==> src/rtl/safe_pkg.sv <==
// Shared types and constants for the safe-lock sequencing controller.
package safe_pkg;

  // Width of the comparator code-slot select.
  localparam int unsigned SEL_W = 2;

  // Number of code slots in a sequence; shared with the digit comparator.
  localparam int unsigned NUM_CODES = 3;

  typedef enum logic [1:0] {
    StEntry,
    StOpen,
    StError,
    StLockout
  } state_e;

  function automatic int unsigned max3(input int unsigned a, input int unsigned b,
                                       input int unsigned c);
    int unsigned m;
    m = (a > b) ? a : b;
    return (m > c) ? m : c;
  endfunction

endpackage

==> src/rtl/safe_ctrl_if.sv <==
// User/comparator side signals of the safe-lock controller.
interface safe_ctrl_if;
  import safe_pkg::*;

  logic             enter;
  logic             eq;
  logic             lock_cmd;
  logic [SEL_W-1:0] sel;
  logic             unlocked;
  logic             err;
  logic             locked_out;
  logic [1:0]       fail_cnt;

  // Controller side.
  modport slave (
    input  enter, eq, lock_cmd,
    output sel, unlocked, err, locked_out, fail_cnt
  );

  // Keypad / comparator / status side.
  modport master (
    output enter, eq, lock_cmd,
    input  sel, unlocked, err, locked_out, fail_cnt
  );

endinterface

==> src/rtl/safe_timer.sv <==
// Loadable down-counter that saturates at zero; load wins over decrement.
module safe_timer #(
  parameter int unsigned WIDTH = 8
) (
  input  logic             clk,
  input  logic             rst_n,
  input  logic             load,
  input  logic [WIDTH-1:0] load_val,
  output logic             zero
);

  logic [WIDTH-1:0] cnt_q;

  // Load on request, otherwise count down and hold at zero.
  always_ff @(posedge clk or negedge rst_n) begin
    if (!rst_n) begin
      cnt_q <= '0;
    end else if (load) begin
      cnt_q <= load_val;
    end else if (cnt_q != '0) begin
      cnt_q <= cnt_q - 1'b1;
    end
  end

  assign zero = (cnt_q == '0);

endmodule

==> src/rtl/safe_ctrl.sv <==
// Safe-lock sequencing controller: steps the comparator slot select, collects
// match results over a full sequence and decides open / error / lockout.
module safe_ctrl
  import safe_pkg::*;
#(
  parameter int unsigned N_CODES        = NUM_CODES,
  parameter int unsigned MAX_FAIL       = 3,
  parameter int unsigned OPEN_CYCLES    = 1000000,
  parameter int unsigned ERR_CYCLES     = 500000,
  parameter int unsigned LOCKOUT_CYCLES = 5000000
) (
  input logic        clk,
  input logic        rst_n,
  safe_ctrl_if.slave bus
);

  localparam int unsigned MAX_CYC = max3(OPEN_CYCLES, ERR_CYCLES, LOCKOUT_CYCLES);
  localparam int unsigned TW      = (MAX_CYC > 1) ? $clog2(MAX_CYC) : 1;

  localparam logic [TW-1:0]    OPEN_LD   = TW'(OPEN_CYCLES - 1);
  localparam logic [TW-1:0]    ERR_LD    = TW'(ERR_CYCLES - 1);
  localparam logic [TW-1:0]    LOCK_LD   = TW'(LOCKOUT_CYCLES - 1);
  localparam logic [SEL_W-1:0] LAST_SEL  = SEL_W'(N_CODES - 1);
  localparam logic [1:0]       FAIL_MAX  = 2'(MAX_FAIL);
  localparam logic [1:0]       FAIL_TRIP = 2'(MAX_FAIL - 1);

  state_e           state_q;
  logic [SEL_W-1:0] sel_q;
  logic             bad_q;
  logic [1:0]       fail_q;
  logic             unlocked_q;
  logic             err_q;
  logic             locked_out_q;

  logic             accept;
  logic             last_slot;
  logic             bad_next;
  logic             fail_hit;
  logic             tmr_load;
  logic [TW-1:0]    tmr_val;
  logic             tmr_zero;

  // Decide the sequence outcome and the matching timer load value.
  always_comb begin
    accept    = (state_q == StEntry) && bus.enter && !bus.lock_cmd;
    last_slot = (sel_q == LAST_SEL);
    bad_next  = bad_q | ~bus.eq;
    fail_hit  = (fail_q == FAIL_TRIP);
    tmr_load  = 1'b0;
    tmr_val   = '0;
    if (accept && last_slot) begin
      tmr_load = 1'b1;
      if (!bad_next) begin
        tmr_val = OPEN_LD;
      end else if (fail_hit) begin
        tmr_val = LOCK_LD;
      end else begin
        tmr_val = ERR_LD;
      end
    end
  end

  safe_timer #(
    .WIDTH (TW)
  ) u_timer (
    .clk      (clk),
    .rst_n    (rst_n),
    .load     (tmr_load),
    .load_val (tmr_val),
    .zero     (tmr_zero)
  );

  // Main FSM with registered outputs.
  always_ff @(posedge clk or negedge rst_n) begin
    if (!rst_n) begin
      state_q      <= StEntry;
      sel_q        <= '0;
      bad_q        <= 1'b0;
      fail_q       <= '0;
      unlocked_q   <= 1'b0;
      err_q        <= 1'b0;
      locked_out_q <= 1'b0;
    end else begin
      case (state_q)
        StEntry: begin
          if (bus.lock_cmd) begin
            // Abort wins over a coincident enter.
            sel_q <= '0;
            bad_q <= 1'b0;
          end else if (bus.enter) begin
            if (!last_slot) begin
              // Mismatches are only remembered, never revealed mid-sequence.
              sel_q <= sel_q + 1'b1;
              bad_q <= bad_next;
            end else begin
              sel_q <= '0;
              bad_q <= 1'b0;
              if (!bad_next) begin
                state_q    <= StOpen;
                unlocked_q <= 1'b1;
                fail_q     <= '0;
              end else if (fail_hit) begin
                state_q      <= StLockout;
                locked_out_q <= 1'b1;
                fail_q       <= FAIL_MAX;
              end else begin
                state_q <= StError;
                err_q   <= 1'b1;
                fail_q  <= fail_q + 2'd1;
              end
            end
          end
        end
        StOpen: begin
          if (bus.lock_cmd || tmr_zero) begin
            state_q    <= StEntry;
            unlocked_q <= 1'b0;
          end
        end
        StError: begin
          if (tmr_zero) begin
            state_q <= StEntry;
            err_q   <= 1'b0;
            sel_q   <= '0;
          end
        end
        StLockout: begin
          if (tmr_zero) begin
            state_q      <= StEntry;
            locked_out_q <= 1'b0;
            fail_q       <= '0;
          end
        end
        default: state_q <= StEntry;
      endcase
    end
  end

  assign bus.sel        = sel_q;
  assign bus.unlocked   = unlocked_q;
  assign bus.err        = err_q;
  assign bus.locked_out = locked_out_q;
  assign bus.fail_cnt   = fail_q;

endmodule

==> src/flat_wrapper.sv <==
// flat-port wrapper written by rule: the top's interface ports become plain ports
module safe_ctrl_flat import safe_pkg::*;
#(
  parameter int unsigned N_CODES        = NUM_CODES,
  parameter int unsigned MAX_FAIL       = 3,
  parameter int unsigned OPEN_CYCLES    = 1000000,
  parameter int unsigned ERR_CYCLES     = 500000,
  parameter int unsigned LOCKOUT_CYCLES = 5000000
)
  (clk, rst_n, bus_enter, bus_eq, bus_lock_cmd, bus_sel, bus_unlocked, bus_err, bus_locked_out, bus_fail_cnt);
  safe_ctrl_if bus_i ();
  input logic clk;
  input logic rst_n;
  input wire logic [$bits(bus_i.enter)-1:0] bus_enter;
  input wire logic [$bits(bus_i.eq)-1:0] bus_eq;
  input wire logic [$bits(bus_i.lock_cmd)-1:0] bus_lock_cmd;
  output wire logic [$bits(bus_i.sel)-1:0] bus_sel;
  output wire logic [$bits(bus_i.unlocked)-1:0] bus_unlocked;
  output wire logic [$bits(bus_i.err)-1:0] bus_err;
  output wire logic [$bits(bus_i.locked_out)-1:0] bus_locked_out;
  output wire logic [$bits(bus_i.fail_cnt)-1:0] bus_fail_cnt;
  assign bus_i.enter = bus_enter;
  assign bus_i.eq = bus_eq;
  assign bus_i.lock_cmd = bus_lock_cmd;
  assign bus_sel = bus_i.sel;
  assign bus_unlocked = bus_i.unlocked;
  assign bus_err = bus_i.err;
  assign bus_locked_out = bus_i.locked_out;
  assign bus_fail_cnt = bus_i.fail_cnt;
  safe_ctrl #(.N_CODES(N_CODES), .MAX_FAIL(MAX_FAIL), .OPEN_CYCLES(OPEN_CYCLES), .ERR_CYCLES(ERR_CYCLES), .LOCKOUT_CYCLES(LOCKOUT_CYCLES)) u_core (.clk(clk), .rst_n(rst_n), .bus(bus_i));
endmodule
==> config.mk <==
export PLATFORM = sky130hd
export DESIGN_NAME = safe_ctrl_flat
export DESIGN_NICKNAME = d
export VERILOG_FILES = /design/src/rtl/safe_pkg.sv /design/src/rtl/safe_ctrl_if.sv /design/src/rtl/safe_timer.sv /design/src/rtl/safe_ctrl.sv /design/src/flat_wrapper.sv
export SDC_FILE = /design/constraint.sdc
export NUM_CORES = 1
export LEC_CHECK = 0
export BUFFER_PORTS_ARGS = -buffer_cell sky130_fd_sc_hd__buf_2
export CAP_MARGIN = 20
export CORE_MARGIN = 2
export CORE_UTILIZATION = 28
export CTS_CLUSTER_SIZE = 30
export DETAILED_ROUTE_END_ITERATION = 10
export PLACE_DENSITY_LB_ADDON = 0.15
export RECOVER_POWER = 50
export SYNTH_ARGS = -nofsm -noshare
export SYNTH_HDL_FRONTEND = slang
export SYNTH_SLANG_ARGS = --single-unit
==> constraint.sdc <==
create_clock -name clk -period 2.05 [get_ports clk]
set_clock_uncertainty 0.15 [all_clocks]
set_input_delay 0.615 -clock clk [delete_from_list [all_inputs] [get_ports clk]]
set_output_delay 0.615 -clock clk [all_outputs]
set_load 0.05 [all_outputs]
==> impl_metrics.py, run 1 <==
metrics = {
    "final_layout": {
        "layout_common_cells": "buf_4 (41), dfrtp_1 (33), nor2_1 (17)",
        "area_delta_synth_final_pct": 47.95,
        "final_common_cell": "buf_4",
        "final_cells": 332,
        "drive_gt1_share_pct": 43.14,
        "finish.net_count": 261,
        "antennaDiodeCount": 0,
        "nFillCells": 641,
    },
    "die": {
        "core_area_um2": 6241,
        "die_w_um": 83.60,
        "std_cell_rows": 29,
        "start_util_pct": 28.43,
        "pin_count": 12,
        "die_h_um": 83.60,
        "die-area_um2": 6989,
    },
    "power": {
        "leakage_nw": 1.106,
        "powerDensity_nw_per_um2": 505.2,
        "ir_drop_uv": 235.4,
    },
    "critical_path": {
        "path_max_fanout": 3,
        "cp_slowest_stage_delay_ps": 550,
        "timing.rr.end": "u_core.bus.sel[0]",
        "end_kind": "flip-flop",
        "worst-setup-path-type": "flip-flop to flip-flop",
        "rrSetupSlack_ps": -160,
        "startpoint_type": "flip-flop",
        "cpMaxStageDelayCell": "or4_4",
        "r2r_cells": 6,
        "timing.rr.start": "u_core.u_timer.cnt_q[13]",
        "crit_required_ps": 2080,
        "cp_cell_sequence": "or4_4, buf_6, nor2_4, nand4_1, a211o_1, mux2_4",
        "worst_ep_arrival_time_ps": 2240,
    },
    "clocking": {
        "clkTransAtPathRegs_ps": 70,
        "cts.path.max_buffers": 2,
        "clock_sinks": 33,
        "cts_tree": "yes",
        "htree_levels": 2,
        "cts-buffers-inserted": 5,
        "clk_latency_ps": 290,
        "root_buffer": "clkbuf_8",
    },
    "yosys": {
        "synth_fp_nets": 194,
        "ys_types": 49,
        "yosys_warnings": 0,
        "syn_avg_cell_area_um2": 9.488,
        "synth_ff_type": "dfrtp_1",
        "async_flop_share_pct": 100.0,
        "synth_top_family_by_area": "simple AND/OR/NAND/NOR gates",
        "synthAdderAreaFrac_pct": 1.410,
        "synth-xor-area-share_pct": 4.443,
        "synth_edf_count": 0,
        "synth-seq-cells": 33,
        "synth-simple-area-share_pct": 26.87,
        "syn_inst": 187,
        "synth_area_um2": 1774,
        "yosysSeqAreaShare_pct": 46.54,
        "synth_compound_area_share_pct": 16.57,
        "synthMuxAreaShare_pct": 1.199,
    },
    "routing": {
        "drc": 0,
        "dr.pass1.iters": 4,
        "wl_per_cell_um": 15.17,
        "vias_per_cell": 4.931,
        "drt_wl_total_um": 5035,
        "detail-route-antenna-nets": 0,
        "drt_iter0_markers": 58,
        "vias": 1637,
    },
    "grt": {
        "antenna_found_initial": 0,
        "grt-ovfl-total": 0,
        "grtUsageMet2_pct": 23.27,
        "grt_max_degree": 19,
        "grt_pass1_vias": 1645,
        "grt.busiest_layer": "met2",
        "grt_use_met1_pct": 22.17,
        "grt_pass1_wl_um": 8480,
        "grt_use_total_pct": 15.42,
        "use_met3_pct": 2.967,
    },
    "placement": {
        "dpl.cell_count": 318,
        "place_ws_ps": -163.6,
        "hpwl_um": 3590,
        "numPortBuffers": 11,
        "globalplace.congestion": 0.7450,
    },
    "sta": {
        "maxSlewViolCount": 0,
        "fin_ws_ps": -161.4,
        "rsz0062_at_grt": "true",
        "worstMarginPinSlew_ps": 842.8,
        "max_slew_margin_pct": 43.82,
        "period_share_pct": 107.9,
        "min_period_ps": 2211,
        "setup_viol": 14,
        "hold_viol_final": 0,
        "fmax_mhz": 452.2,
    },
    "worst_hold_path": {
        "hold_class": "input port to async pin",
    },
    "status": {
        "status": "finished, violations left",
        "violations": "setup timing",
    },
    "job": {
        "max_cap_violations": 0,
    },
}
==> worst max-delay path: cells and delay by family, from the launching register on <==
family,cells,cell delay [ps]
buf+inv,1,140
flops,1,390
mux,1,270
compound gates,1,370
simple gates,3,780
==> what timing repair did <==
| action | 4_1_cts | 5_1_grt |
|---|---|---|
| hold buffers | 0 | 0 |
| hold endpoints to repair | 0 | 0 |
| cloned | 1 | 0 |
| buffers inserted | 3 | 2 |
| resized for setup | 18 | 32 |
| pin swaps | 15 | 13 |
| setup endpoints to repair | 14 | 29 |
==> where the power goes <==
part	switching, mW	internal [mW]	total, mW	leakage, nW
registers	0	0.651	0.651	0.389
clock network	0.257	0.395	0.652	0.0574
logic	0.0181	0.00528	0.0234	0.659
==> flip-flops by register name (all words and copies together), names as in the netlist <==
| register | count |
|---|---|
| u_core.bad_q | 1 |
| u_core.u_timer.cnt_q | 23 |
| u_core.state_q | 2 |
| u_core.bus.err | 1 |
| u_core.bus.fail_cnt | 2 |
| u_core.bus.locked_out | 1 |
| u_core.bus.unlocked | 1 |
| u_core.bus.sel | 2 |
==> cell usage after synthesis (3+ instances only) <==
cell	instances	share of area, %
xnor2_1	7	3.5
clkbuf_1	4	0.85
inv_1	7	1.5
nand2b_1	4	1.4
nor2_1	21	4.4
o22ai_1	4	1.4
a21oi_1	15	4.2
nor4_1	3	1.1
dfrtp_1	33	47
nand2_1	13	2.8
a211o_1	3	1.5
or4_4	4	2.5
or3_1	6	2.1
nor3_1	7	2.0
o21ai_0	8	2.3
nand3_1	6	1.7
==> cell families after synthesis <==
kind of cell	after synthesis
buffers and inverters	12
adders and majority gates	2
xor gates and xnor gates	9
muxes	2
and+or+nand+nor	83
DFF	33
AOI/OAI and AO/OA	46
==> final cells by class <==
cell class,instances,area [um^2],area share [%]
Multi-Input combinational cell,142,1055,40.18
Sequential cell,33,825.8,31.46
Timing Repair Buffer,65,501.7,19.11
Tap cell,77,96.34,3.670
Clock buffer,6,82.58,3.146
Clock inverter,2,37.54,1.430
Inverter,7,26.28,1.001
==> how the worst max path moves through the flow <==
stage	slack [ps]	startpoint	cells after the start	endpoint
final	-160	u_core.u_timer.cnt_q[13]	6	u_core.bus.sel[0]
after global routing	-240	u_core.u_timer.cnt_q[13]	6	u_core.bus.sel[0]
after CTS	-180	u_core.u_timer.cnt_q[12]	6	u_core.u_timer.cnt_q[21]
after detailed placement	-160	u_core.u_timer.cnt_q[6]	6	u_core.u_timer.cnt_q[5]
after global placement	-130	u_core.u_timer.cnt_q[13]	6	u_core.u_timer.cnt_q[19]
after floorplan	-10	u_core.u_timer.cnt_q[10]	5	u_core.bus.sel[0]
==> layer usage <==
layer  share of wire, %  vias up  routed length, um
met4                1.4        0                 71
met3                2.4        6                121
met1                 49      795               2445
li1                   -      820                  -
met5                  0        -                  0
met2                 48       16               2396
==> stage by stage <==
stage          power [mW]  TNS, ps  util, %  hold WS [ps]  area (um^2)
2_1_floorplan      0.6658   -31.02        -         169.4         1794
3_3_place_gp       0.6929   -534.5    36.73         325.0         2292
3_5_place_dp       0.6921   -729.2    36.73         326.9         2292
4_1_cts             1.349    -1194    40.12         98.61         2504
5_1_grt             1.375    -2589    42.06         341.7         2625
6_report            1.326   -888.2    42.06         251.2         2625
No activity file was read; power rests on OpenSTA's default activity.
==> run 2: changes to the inputs <==
==> constraint.sdc (replaced) <==
create_clock -name clk -period 2.78 [get_ports clk]
set_clock_uncertainty 0.15 [all_clocks]
set_input_delay 0.834 -clock clk [delete_from_list [all_inputs] [get_ports clk]]
set_output_delay 0.834 -clock clk [all_outputs]
set_load 0.05 [all_outputs]
==> run 2 against run 1 <==
- the run now ends clean
- total power fell by 29%
- register-to-register slack better by 630 ps
- sequential power is 26% lower
- clock power decreased by 32%
- sequential share of layout area grew 8.9 points
- critical path depth fell by 1
- global-route usage shrank 2.1 points
- worst setup slack improved by 630 ps
- maximum frequency fell by 4.1%
- critical endpoint unchanged
- largest cell class unchanged
- highest routed layer unchanged
==> impl_metrics.py, run 2 (same netlist as run 1, synthesis figures left out) <==
metrics = {
    "routing": {
        "drt_iter0_markers": 63,
        "drt_wl_total_um": 4375,
        "wl_per_cell_um": 15.46,
        "drc": 0,
        "dr.pass1.iters": 4,
        "vias": 1459,
        "vias_per_cell": 5.155,
        "detail-route-antenna-nets": 0,
    },
    "final_layout": {
        "multi_input_area_um2": 895.9,
        "final_area_um2": 2046,
        "drive_gt1_share_pct": 16.50,
        "regMostFlops": "u_core.u_timer.cnt_q",
        "area_delta_synth_final_pct": 15.30,
        "finish.net_count": 213,
        "layout_common_cells": "dfrtp_1 (33), nor2_1 (21), a21oi_1 (15)",
        "seqCellArea_um2": 825.8,
        "final_common_cell": "dfrtp_1",
        "largest_reg_flops": 23,
        "antennaDiodeCount": 0,
        "nFillCells": 670,
    },
    "clocking": {
        "postCtsHoldBufs": 0,
        "cts.path.max_buffers": 2,
        "cts_resized": 0,
        "htree_levels": 2,
        "clk_latency_ps": 290,
        "cts_setup_buffers": 0,
        "clock_sinks": 33,
        "cts_tree": "yes",
        "clkTransAtPathRegs_ps": 70,
        "cts-buffers-inserted": 5,
        "root_buffer": "clkbuf_8",
    },
    "power": {
        "leakage_nw": 0.8276,
        "powerDensity_nw_per_um2": 460.4,
        "ir_drop_uv": 204.8,
    },
    "grt": {
        "antenna_found_initial": 0,
        "grt_pass1_vias": 1492,
        "grt_use_total_pct": 13.27,
        "grt_pass1_wl_um": 7396,
        "grt_max_degree": 34,
        "grt-ovfl-total": 0,
    },
    "die": {
        "pin_count": 12,
        "die_h_um": 83.60,
        "core_area_um2": 6241,
        "std_cell_rows": 29,
        "start_util_pct": 28.43,
        "die_w_um": 83.60,
        "die-area_um2": 6989,
    },
    "job": {
        "max_cap_violations": 0,
    },
    "status": {
        "status": "finished clean",
    },
    "critical_path": {
        "crit_required_ps": 2810,
        "worst_ep_arrival_time_ps": 2340,
        "worst-setup-path-type": "flip-flop to flip-flop",
        "path_max_fanout": 5,
        "rrSetupSlack_ps": 470,
        "end_kind": "flip-flop",
        "startpoint_type": "flip-flop",
    },
    "sta": {
        "fin_setup_tns_ps": 0,
        "worstMarginPinSlew_ps": 757.5,
        "min_period_ps": 2307,
        "hold_ws_ps": 346.7,
        "hold_viol_final": 0,
        "period_share_pct": 82.98,
        "fmax_mhz": 433.5,
        "rsz0062_at_grt": "false",
        "maxSlewViolCount": 0,
        "setup_viol": 0,
        "max_slew_margin_pct": 49.50,
    },
    "placement": {
        "numPortBuffers": 11,
        "hpwl_um": 3162,
        "globalplace.congestion": 0.7651,
        "placed_cell_area_um2": 1944,
    },
    "worst_hold_path": {
        "hold_class": "flip-flop to flip-flop",
    },
}
run 2: changes by cell type in the layout (fill, tap and decap cells not counted), moves of 3 or more:
cell	delta
nor2_4	-5
o21ai_0	+4
a21oi_1	+3
nor4_4	-3
nor2_1	+4
a21oi_2	-3
buf_6	-12
buf_4	-35
run 2: stage by stage:
stage	instances	util [%]	total power, mW	worst slack, ps
final	283	32.78	0.9418	473.2
after floorplan	187	-	0.4910	656.3
after detailed placement	276	31.15	0.5059	501.2
after global routing	283	32.78	0.9765	303.1
after global placement	276	31.15	0.5060	496.5
after CTS	283	32.82	0.9562	487.9
run 2: per-layer routing:
layer	up-vias	GRT usage, %	wire length (um)
met5	-	0	0
met4	0	4.399	58
met3	6	2.770	100
met2	18	21.60	2084
met1	712	17.60	2132
li1	723	-	-
run 2: final cells by class:
class | instances | area share (%)
multi-input combinational | 142 | 43.79
sequential | 33 | 40.37
timing repair buffer | 17 | 4.771
tap | 77 | 4.709
clock buffer | 5 | 3.364
clock inverter | 2 | 1.713
inverter | 7 | 1.284
run 2: path summary, 6_finish.rpt:
kind | start | cells past startpoint | to
min in group asynchronous | rst_n | 1 | u_core.u_timer.cnt_q[16]
max in group asynchronous | rst_n | 1 | u_core.bus.err
worst min-delay path | u_core.bus.unlocked | 1 | u_core.bus.unlocked
worst min register to register | u_core.bus.unlocked | 1 | u_core.bus.unlocked
worst max-delay path | u_core.u_timer.cnt_q[5] | 5 | u_core.bus.sel[0]
worst max register to register | u_core.u_timer.cnt_q[5] | 5 | u_core.bus.sel[0]
run 2: report_power, final:
part / switching (mW) / total, mW / internal (mW)
logic: 0.0128 / 0.0155 / 0.00275
registers: 0 / 0.480 / 0.480
clock network: 0.186 / 0.446 / 0.261
total: 0.199 / 0.942 / 0.743
run 2: worst max-delay path, cell delays in order (launching register included):
cell and delay [ps]:
dfrtp_1 430, or4_4 570, nor2_2 220, nand4_1 220
a211o_1 350, mux2_2 260
==> run 3: changes to the inputs <==
==> constraint.sdc (replaced) <==
create_clock -name clk -period 2 [get_ports clk]
set_clock_uncertainty 0.15 [all_clocks]
set_input_delay 0.6 -clock clk [delete_from_list [all_inputs] [get_ports clk]]
set_output_delay 0.6 -clock clk [all_outputs]
set_load 0.05 [all_outputs]
==> run 3 against run 2 <==
- the run now ends with setup timing left
- maximum frequency up 6.5%
- sequential power up 39%
- total power up 45%
- critical path type unchanged
- critical endpoint is now u_core.u_timer.cnt_q[21]
- largest power group is now the clock network
==> impl_metrics.py, run 3 (same netlist as run 1, synthesis figures left out) <==
metrics = {
    "final_layout": {
        "area_delta_synth_final_pct": 52.33,
        "antennaDiodeCount": 0,
        "final_common_cell": "buf_4",
        "largest_reg_flops": 23,
        "drive_gt1_share_pct": 48.25,
        "layout_common_cells": "buf_4 (46), dfrtp_1 (33), nor2_1 (18)",
        "final_area_um2": 2703,
        "final_cells": 334,
        "finish.net_count": 263,
        "regMostFlops": "u_core.u_timer.cnt_q",
    },
    "clocking": {
        "postCtsHoldBufs": 0,
        "cts-buffers-inserted": 5,
        "root_buffer": "clkbuf_8",
        "clock_sinks": 33,
        "clk_latency_ps": 290,
        "cts_tree": "yes",
        "cts.path.max_buffers": 2,
        "clkTransAtPathRegs_ps": 80,
        "htree_levels": 2,
    },
    "sta": {
        "max_slew_margin_pct": 42.65,
        "fin_setup_tns_ps": -1189,
        "hold_ws_ps": 339.4,
        "hold_viol_final": 0,
        "fin_ws_ps": -165.6,
        "rsz0062_at_grt": "true",
        "maxSlewViolCount": 0,
        "fmax_mhz": 461.8,
        "min_period_ps": 2166,
        "setup_viol": 16,
        "worstMarginPinSlew_ps": 860.3,
        "period_share_pct": 108.3,
    },
    "critical_path": {
        "cp_cell_sequence": "or4_4, nor4_4, buf_4, nand3_2, or3_1, a21oi_2",
        "startpoint_type": "flip-flop",
        "cp_slowest_stage_delay_ps": 590,
        "cpMaxStageDelayCell": "or4_4",
        "crit_required_ps": 2070,
        "critPathBufInv": 1,
        "path_max_fanout": 4,
        "end_kind": "flip-flop",
        "worst-setup-path-type": "flip-flop to flip-flop",
        "cp_top_family": "simple AND/OR/NAND/NOR gates",
        "worst_ep_arrival_time_ps": 2230,
    },
    "die": {
        "pin_count": 12,
        "start_util_pct": 28.43,
        "die_h_um": 83.60,
        "die-area_um2": 6989,
        "std_cell_rows": 29,
        "core_area_um2": 6241,
        "die_w_um": 83.60,
    },
    "routing": {
        "detail-route-antenna-nets": 0,
        "dr.pass1.iters": 4,
        "wl_per_cell_um": 15.25,
        "drt_wl_total_um": 5094,
        "vias": 1661,
        "drt_iter0_markers": 98,
        "drc": 0,
        "vias_per_cell": 4.973,
    },
    "power": {
        "powerDensity_nw_per_um2": 503.8,
        "leakage_nw": 1.157,
        "p_switching_uw": 283.7,
        "internal-power_mw": 1.078,
        "p_seq_share_pct": 49.0,
        "swShare_pct": 20.84,
        "pwr-share-clk_pct": 49.2,
        "p_comb_share_pct": 1.8,
        "ir_drop_uv": 273.3,
    },
    "placement": {
        "hpwl_um": 3553,
        "placed_cell_area_um2": 2307,
        "numPortBuffers": 11,
        "globalplace.congestion": 0.8068,
        "dpl.cell_count": 320,
    },
    "worst_hold_path": {
        "hold_class": "input port to async pin",
    },
    "status": {
        "violations": "setup timing",
        "status": "finished, violations left",
    },
    "grt": {
        "grt-ovfl-total": 0,
        "grt_pass1_wl_um": 8452,
        "grt_pass1_vias": 1714,
        "grt_use_total_pct": 15.31,
        "grt_max_degree": 34,
        "antenna_found_initial": 0,
    },
    "job": {
        "max_cap_violations": 0,
    },
}
==> run 3: changes by cell type in the layout (fill, tap and decap cells not counted), moves of 5 or more <==
cell     change
buf_6        +8
nor2_4       +5
o21ai_0      -5
buf_4       +40
a21oi_1      -8
a21oi_2      +7
==> run 3: area by class of cell <==
class / instances / area, um^2
inverter: 7 / 26.28
multi-input combinational: 142 / 1119
clock buffer: 6 / 82.58
tap: 77 / 96.34
fill: 619 / 3538
clock inverter: 2 / 37.54
sequential: 33 / 825.8
timing repair buffer: 67 / 515.5
==> run 3: worst register-to-register path, delay by kind of cell, from the launching register on <==
kind                   cells  cell delay, ps
AOI/OAI and AO/OA          1             120
DFF                        1             390
and+or+nand+nor            4            1280
buffers and inverters      1             160
==> run 3: worst paths after layout <==
path                            slack [ps]                  endpoint  cells after the start               startpoint
worst min-delay path                   340  u_core.u_timer.cnt_q[22]                      2                    rst_n
max in group asynchronous              810  u_core.u_timer.cnt_q[10]                      2                    rst_n
min in group clk                       350              u_core.bad_q                      1             u_core.bad_q
worst max-delay path                  -170  u_core.u_timer.cnt_q[21]                      6  u_core.u_timer.cnt_q[7]
worst min register to register         350              u_core.bad_q                      1             u_core.bad_q
worst max register to register        -170  u_core.u_timer.cnt_q[21]                      6  u_core.u_timer.cnt_q[7]
==> run 3: timing repair <==
action | 4_1_cts | 5_1_grt
setup buffers | 4 | 1
pin swaps | 9 | 20
gates cloned | 1 | 0
resized for setup | 19 | 39
endpoints found under the setup margin | 20 | 28
hold endpoints to repair | 0 | 0
==> run 3: power by group through the flow <==
stage | logic (mW) | clock network, mW | registers (mW)
2_1_floorplan | 0.00240 | 0 | 0.680
3_3_place_gp | 0.0300 | 0 | 0.680
3_5_place_dp | 0.0305 | 0 | 0.680
4_1_cts | 0.0303 | 0.687 | 0.667
5_1_grt | 0.0290 | 0.720 | 0.667
6_report | 0.0244 | 0.670 | 0.667
==> run 3: metrics by stage <==
step / total power [mW] / util (%) / setup WS [ps]
floorplan: 0.6824 / - / -42.79
global placement: 0.7099 / 36.97 / -168.1
detailed placement: 0.7103 / 36.97 / -181.5
CTS: 1.384 / 40.78 / -149.5
global route: 1.415 / 43.30 / -237.1
finish: 1.362 / 43.30 / -165.6
==> run 3: routing by layer <==
layer  wire [um]  global-route usage (%)
met1        2441                   20.15
met2        2468                   25.38
met3         125                   3.264
met4          59                   4.399
met5           0                       0
